### src/rtl/digit_serial_mult_ctrl.sv
// Digit-serial unsigned WIDTH x WIDTH multiplier built around one shared
// 2x2 multiplier, stepping one digit pair per cycle into an accumulator.
// Ports:
//   clk, rst            clock, async active-high reset
//   in_valid/in_ready   operand handshake (a, b unsigned WIDTH bits)
//   out_valid/out_ready product handshake (product unsigned 2*WIDTH bits)

module two_bit_multiplier (
   input  logic [1:0] x,
   input  logic [1:0] y,
   output logic [3:0] p
);
   assign p = {2'b00, x} * {2'b00, y};
endmodule

module digit_serial_mult_ctrl #(
   parameter int WIDTH = 12
) (
   input  logic               clk,
   input  logic               rst,
   input  logic               in_valid,
   output logic               in_ready,
   input  logic [WIDTH-1:0]   a,
   input  logic [WIDTH-1:0]   b,
   output logic               out_valid,
   input  logic               out_ready,
   output logic [2*WIDTH-1:0] product
);
   localparam int N  = WIDTH / 2;
   localparam int IW = (N > 1) ? $clog2(N) : 1;
   localparam int PW = 2 * WIDTH;
   localparam int SW = $clog2(PW) + 1;
   localparam logic [IW-1:0] LAST = IW'(N - 1);

   typedef enum logic [1:0] {IDLE, MUL, DONE} state_t;

   state_t          state;
   logic [WIDTH-1:0] a_q;
   logic [WIDTH-1:0] b_q;
   logic [IW-1:0]   i;
   logic [IW-1:0]   j;
   logic [PW-1:0]   acc;
   logic [PW-1:0]   pp_ext;
   logic [PW-1:0]   acc_nxt;
   logic [1:0]      a_dig;
   logic [1:0]      b_dig;
   logic [3:0]      pp;
   logic [SW-1:0]   sh;

   // Digit i of a and digit j of b, selected by shifting right 2 bits/digit.
   assign a_dig = 2'(a_q >> {i, 1'b0});
   assign b_dig = 2'(b_q >> {j, 1'b0});

   two_bit_multiplier u_mul (
      .x (a_dig),
      .y (b_dig),
      .p (pp)
   );

   // Partial product weight is 4^(i+j).
   assign sh      = SW'({i, 1'b0}) + SW'({j, 1'b0});
   assign pp_ext  = PW'(pp) << sh;
   assign acc_nxt = acc + pp_ext;

   assign in_ready = (state == IDLE);

   always_ff @(posedge clk or posedge rst) begin
      if (rst) begin
         state     <= IDLE;
         a_q       <= '0;
         b_q       <= '0;
         i         <= '0;
         j         <= '0;
         acc       <= '0;
         out_valid <= 1'b0;
         product   <= '0;
      end else begin
         unique case (state)
            IDLE: begin
               if (in_valid) begin
                  a_q   <= a;
                  b_q   <= b;
                  acc   <= '0;
                  i     <= '0;
                  j     <= '0;
                  state <= MUL;
               end
            end
            MUL: begin
               acc <= acc_nxt;
               if (j == LAST) begin
                  j <= '0;
                  if (i == LAST) begin
                     product   <= acc_nxt;
                     out_valid <= 1'b1;
                     state     <= DONE;
                  end else begin
                     i <= i + 1'b1;
                  end
               end else begin
                  j <= j + 1'b1;
               end
            end
            DONE: begin
               if (out_ready) begin
                  out_valid <= 1'b0;
                  state     <= IDLE;
               end
            end
            default: state <= IDLE;
         endcase
      end
   end
endmodule

### config.mk
export PLATFORM = sky130hd
export DESIGN_NAME = digit_serial_mult_ctrl
export DESIGN_NICKNAME = d
export VERILOG_FILES = /design/src/rtl/digit_serial_mult_ctrl.sv
export SDC_FILE = /design/constraint.sdc
export NUM_CORES = 1
export LEC_CHECK = 0
export CORE_ASPECT_RATIO = 0.8
export CORE_MARGIN = 5
export CORE_UTILIZATION = 57
export CTS_CLUSTER_DIAMETER = 60
export CTS_CLUSTER_SIZE = 10
export DETAILED_ROUTE_END_ITERATION = 8
export PLACE_DENSITY = 0.8
export RECOVER_POWER = 50
export SYNTH_ARGS = -nofsm -noshare
export SYNTH_HDL_FRONTEND = slang
export SYNTH_HIERARCHICAL = 1
export SYNTH_SLANG_ARGS = --single-unit
### constraint.sdc
create_clock -name clk -period 5.4 [get_ports clk]
set_clock_uncertainty 0.1 [all_clocks]
set_input_delay 0.81 -clock clk [delete_from_list [all_inputs] [get_ports clk]]
set_output_delay 0.81 -clock clk [all_outputs]
set_load 0.005 [all_outputs]
## Yosys cells after proc, flatten, opt, wreduce, memory -nomap -nowiden

Cells that the tools add are included.
Widths: inputs -> output; s select.

- Register bits: 81
- Input port bits: 28
- Output and inout bits: 26
- Logic and storage cells: 51

- $add $sub $neg: 4
- Multipliers: 1
- Equality and inequality tests: 9
- Shift operators: 3
- Mux-type cells: 17
- Reduce and logical (&&, ||, !) cells: 9

Operator list:

| operator | count |
|---|---|
| $pmux 24 s2 | 1 |
| $add 24x24->24 | 1 |
| $mux 24 | 1 |
| $shl 4x5->24 | 1 |
| $shr 12x4->2 | 2 |
| $mux 3 | 4 |
| $pmux 3 s2 | 2 |
| $reduce_and 4->1 | 3 |
| $ne 2x2->1 const B | 5 |
| $mux 2 | 4 |
| $add 3x1->3 const B | 2 |
| $eq 3x3->1 const B | 2 |
| $pmux 2 s3 | 1 |
| $add 4x4->5 | 1 |
| $mul 2x2->4 | 1 |
| $reduce_and 2->1 | 2 |
| $reduce_bool 2->1 | 2 |
| $mux 1 | 3 |
| $reduce_and 3->1 | 1 |
| $eq 2x1->1 const B | 1 |
| $eq 2x2->1 const B | 1 |
| $logic_not 2->1 | 1 |
| $pmux 1 s2 | 1 |

## Depth between registers and ports, before layout

- Depth after elaboration: 5
- Gate-level depth with buffers: 19
- Mapped depth without buffers: 17

## Modules after synthesis

The synthesis kept the hierarchy.

By module, submodules not included:

| module | instances | cells each | area an instance (um2) | sequential area each (um2) |
|---|---|---|---|---|
| digit_serial_mult_ctrl | 1 | 578 | 4926.0 | 2026.9 |
| two_bit_multiplier | 1 | 6 | 50.0 | 0.0 |

## Least setup slack after synthesis

No wires, ideal clock.

- Path type: reg2reg
- Start point: reg i[0]
- End point: reg acc[23]
- Setup time: 0.079 ns
- Data arrival time: 4.107 ns
- Data required time: 5.221 ns
- Path slack: 1.114 ns
- Cell stages (with the launch flop): 19
- Buffers on the path: 1
- Clock period less this slack: 4.286 ns
- Path through: dfrtp_1 clkbuf_1 mux4_2 inv_1 o22ai_1 and2_1 ha_1 ha_1 mux2i_1 or2_2 nor2_1 ha_1 a21oi_1 o21ai_1 a211oi_2 nor4b_1 or4_1 nand3_2 mux2i_1

- Longest elaborated chain between the ends: 5
- Elaborated cells on any way between the ends: 6
- Classes of those cells: add/sub: 2; mul: 1; shift: 2; mux: 1

Ends and longest elaborated chain:

| what | RTL line | RTL |
|---|---|---|
| from (decl) | 40 | `logic [IW-1:0] i;` |
| from (signal assigned) | 98 | `i <= i + 1'b1;` |
| $shr 12x4->2 | 51 | `assign a_dig = 2'(a_q >> {i, 1'b0});` |
| named net a_dig[0] | 45 | `logic [1:0] a_dig;` |
| $mul 2x2->4 | 13 | `assign p = {2'b00, x} * {2'b00, y};` |
| named net pp[2] | 47 | `logic [3:0] pp;` |
| $shl 4x5->24 | 62 | `assign pp_ext = PW'(pp) << sh;` |
| $add 24x24->24 | 63 | `assign acc_nxt = acc + pp_ext;` |
| $pmux 24 s2 | 78 | `unique case (state)` |
| to (signal assigned) | 90 | `acc <= acc_nxt;` |
| to (decl) | 42 | `logic [PW-1:0] acc;` |

The timed path passes the listed nets, and every way through them passes these cells.
A chain may end at the register's enable or synchronous reset.

## Worst setup path in the final report

- Start point: reg i[0]
- End point: reg acc[22]

The elaborated chain is that of the path after synthesis.

==> metrics.md <==
| Metric | Value |
|---|---|
| Critical Path Fanout Max | `10` |
| Hold Vio Cnt, Final | `0` |
| Total Wirelength | `11900 um` |
| Clock share of power | `15.4%` |
| Slowest cell delay on critical path | `0.60 ns` |
| Area Growth Syn to Fin | `15.8%` |
| Worst-Skew Late Latency | `0.37 ns` |
| Top-Level Pins | `54` |
| # rows | `30` |
| Post-DRT Antenna Nets | `0` |
| Combinational share of power | `49.3%` |
| Fmax | `216 MHz` |
| R2r worst-path depth | `17` |
| Slew @ Worst Pin | `2.19 ns` |
| Nets@finish | `685` |
| Vias in the first global route | `4211` |
| Unique masters post-synth | `52` |
| CTS Root Cell | `clkbuf_8` |
| Ys flop type | `dfrtp_1` |
| WP data arrival | `4.76 ns` |
| DIE WIDTH | `114 um` |
| Initial antenna violation count | `0` |
| Leak | `0.00269 uW` |
| Pins over their slew limit | `84` |
| Hold path startpoint | `product[9]$_DFFE_PP0P_` |
| CP required | `5.53 ns` |
| Hold worst-path end | `product[9]$_DFFE_PP0P_` |
| Port Buf Inserts | `53` |
| Post-DR wirelength/cell | `16.0 um` |
| Non-filler instance count after layout | `742` |
| Number of synthesized flops with an enable pin | `0` |
| RePlAce Congestion | `0.913` |
| Syn_nets | `644` |
| R2R Setup Slk | `0.76 ns` |
| Status | `finished with violations` |
| Final core occ | `67.9%` |
| Most frequent cells in the layout | `132 x nand2_1, 81 x dfrtp_1, 40 x o21ai_0` |
| Starting density of the core | `58.7%` |
| Max_cap viols | `2` |
| Most used cell, CP | `ha_1` |
| Cts-stage hold buffer count | `0` |
| Failing checks | `capacitance limit, slew limit` |
| Setup TNS | `0 ns` |
| Layout cell share with drive strength beyond 1 | `6.35%` |
| Crit. End Element | `flop` |
| Max VDD drop | `0.223 mV` |
| Die Span Y | `93.6 um` |
| GRT overflow | `0` |
| Sw Pwr | `1300 uW` |
| Kind of critical path | `reg -> reg` |
| Seq pwr share | `35.3%` |
| Sw Share | `43.2%` |
| CTS Buf Count | `9` |
| Initial drt markers | `274` |
| First-pass GRT wire length | `20700 um` |
| Final HPWL from detailed placement | `9010 um` |
| Final period util | `85.9%` |
| Synthesized area | `0.00498 sq mm` |
| Syn Inst Count | `584` |
| CTS max path bufs | `2` |
| Mean Syn Cell Area | `8.52 sq um` |
| Die ar. | `0.0107 sq mm` |
| Commonest non-fill, non-tap cell in the layout | `nand2_1` |
| CTS H-Tree Depth | `3` |
| CTS tree | `done` |
| RR Endpoint | `acc[22]$_DFFE_PP0P_` |
| Detailed-route via count | `4234` |
| Largest net degree at the start of global routing | `53` |
| Placed cell count | `726` |
| HP Class | `reg -> reg` |
| CTS Sinks | `81` |
| Reg2reg start | `i[0]$_DFFE_PP0P_` |
| Async SR Flop Fraction | `100%` |
| Crit path launch type | `flop` |
| Final Setup Violations | `0` |
| Final min period | `4.64 ns` |
| Post-CTS repair timing setup buffer count | `0` |
| Slew HR | `-46.1%` |
| Vias per cell | `5.71` |
| N_diodes | `0` |
| Ys Warns | `6` |
| Sequential fraction of the synthesis area | `40.7%` |
| Critical-path cell list | `mux4_2, inv_1, o22ai_1, and2_1, ha_1, ha_1, mux2i_1, nand2b_1, nor2_1, ha_1, nor2b_1, o31a_1, o311ai_2, nand2_1, o41ai_2, xor2_1, o21ai_1` |
| Unrepaired setup endpoints after global routing | `no` |
| Pre-antenna DRT Iters | `4` |
| DRC viols | `0` |
| Total GRT Usage | `24.1%` |
| Core Box Area | `0.00848 sq mm` |
| CTS resizes | `0` |
| Worst path slowest cell | `dfrtp_1` |
| Internal power | `1710 uW` |
| PwrDens | `523 mW/mm^2` |
| FF+latch count, synth | `81` |
| Hold Path Stages | `2` |
| Clk pin slew, worst setup/hold paths | `0.09 ns` |
-- synth_stat cells (2+ instances only) --
library cell  count  area, sq um
nand2_1         132          495
dfrtp_1          81         2030
o21ai_0          40          200
nor2_1           37          139
nand3_1          36          180
ha_1             30          375
a21oi_1          28          140
inv_1            23         86.3
o21ai_1          23          115
clkbuf_1         22         82.6
xor2_1           11         96.3
a21o_1            9         67.6
mux2i_1           9         90.1
xnor2_1           9         78.8
and2_1            7         43.8
nand2b_1          7         43.8
o22ai_1           7         43.8
a31oi_1           5         31.3
nor3_1            5         25.0
a211oi_2          4         50.1
mux4_2            4         90.1
o21bai_1          4         30.0
or2_2             4         25.0
a41oi_1           3         26.3
buf_2             3         15.0
nor2b_1           3         18.8
nor3b_1           3         22.5
o31ai_1           3         22.5
a21boi_0          2         15.0
fa_1              2         40.0
mux2_2            2         22.5
nand3b_1          2         15.0
o211ai_1          2         15.0
o21a_1            2         15.0
o31a_1            2         17.5
o32ai_1           2         17.5
-- worst max path at each step --
stage | startpoint | end | depth (start not counted) | slack (ns)
floorplan | i[0]$_DFFE_PP0P_ | acc[23]$_DFFE_PP0P_ | 18 | 1.11
global placement | j[0]$_DFFE_PP0P_ | acc[22]$_DFFE_PP0P_ | 17 | 0.93
detailed placement | j[0]$_DFFE_PP0P_ | acc[22]$_DFFE_PP0P_ | 17 | 0.83
CTS | i[0]$_DFFE_PP0P_ | acc[22]$_DFFE_PP0P_ | 17 | 0.79
global route | rst | product[20]$_DFFE_PP0P_ | 3 | 0.40
finish | i[0]$_DFFE_PP0P_ | acc[22]$_DFFE_PP0P_ | 17 | 0.76
-- routing by layer --
| metal | share of wire (%) | GRT usage (%) | vias to the layer above |
|---|---|---|---|
| li1 | - | - | 2108 |
| met4 | 0.99 | 4.95 | 0 |
| met2 | 45 | 36.7 | 106 |
| met5 | 0 | 0 | - |
| met3 | 4.6 | 5.37 | 11 |
| met1 | 50 | 35.3 | 2009 |
-- sequential cells by signal (all words and copies together), names as in the netlist --
name	count
b_q	12
product	24
j	3
a_q	12
i	3
acc	24
out_valid	1
state	2
-- kinds of logic (layout without fill, tap and decap cells) --
logic type	count (synthesis)	count (layout)	share of synthesized area, %
AO/OA/AOI/OAI	144	144	18.2
XOR/XNOR	20	20	3.52
adder cells (fa/ha/maj)	32	32	8.35
buffers and inverters	50	96	4.00
flip-flops	81	81	40.7
multiplexers	15	15	4.07
AND/OR/NAND/NOR	242	242	21.2
-- power groups by stage --
stage	logic, uW	clock network, uW	registers (uW)
after global placement	1440	0	1070
after CTS	1500	470	1070
after detailed placement	1500	0	1080
after global routing	1680	498	1110
final	1490	465	1060
after floorplan	1130	0	1010
-- area by class of cell --
| class | instances | area, sq um |
|---|---|---|
| Inverter | 23 | 87.6 |
| Clock buffer | 9 | 124 |
| Clock inverter | 7 | 77.6 |
| Fill cell | 703 | 2720 |
| Timing Repair Buffer | 57 | 557 |
| Sequential cell | 81 | 2030 |
| Tap cell | 112 | 140 |
| Multi-Input combinational cell | 453 | 2750 |
-- worst max-delay path: cells and delay by family (launching register included) --
family          cells  cell delay (ns)
xor+xnor            1             0.24
mux                 2             0.71
buf+inv             1             0.07
flops               1             0.60
simple gates        5             0.82
compound gates      5             1.13
fa+ha+maj           3             0.83
-- through the flow --
step / hold WS, ns / area (sq um) / worst slack (ns) / total power, uW
after floorplan: 0.340 / 4980 / 1.11 / 2130
after global placement: 0.356 / 5570 / 0.931 / 2510
after detailed placement: 0.364 / 5570 / 0.829 / 2580
after CTS: 0.385 / 5770 / 0.790 / 3040
after global routing: 0.402 / 5760 / 0.397 / 3290
final: 0.377 / 5760 / 0.761 / 3020
Power figures use the tool's default switching activity.
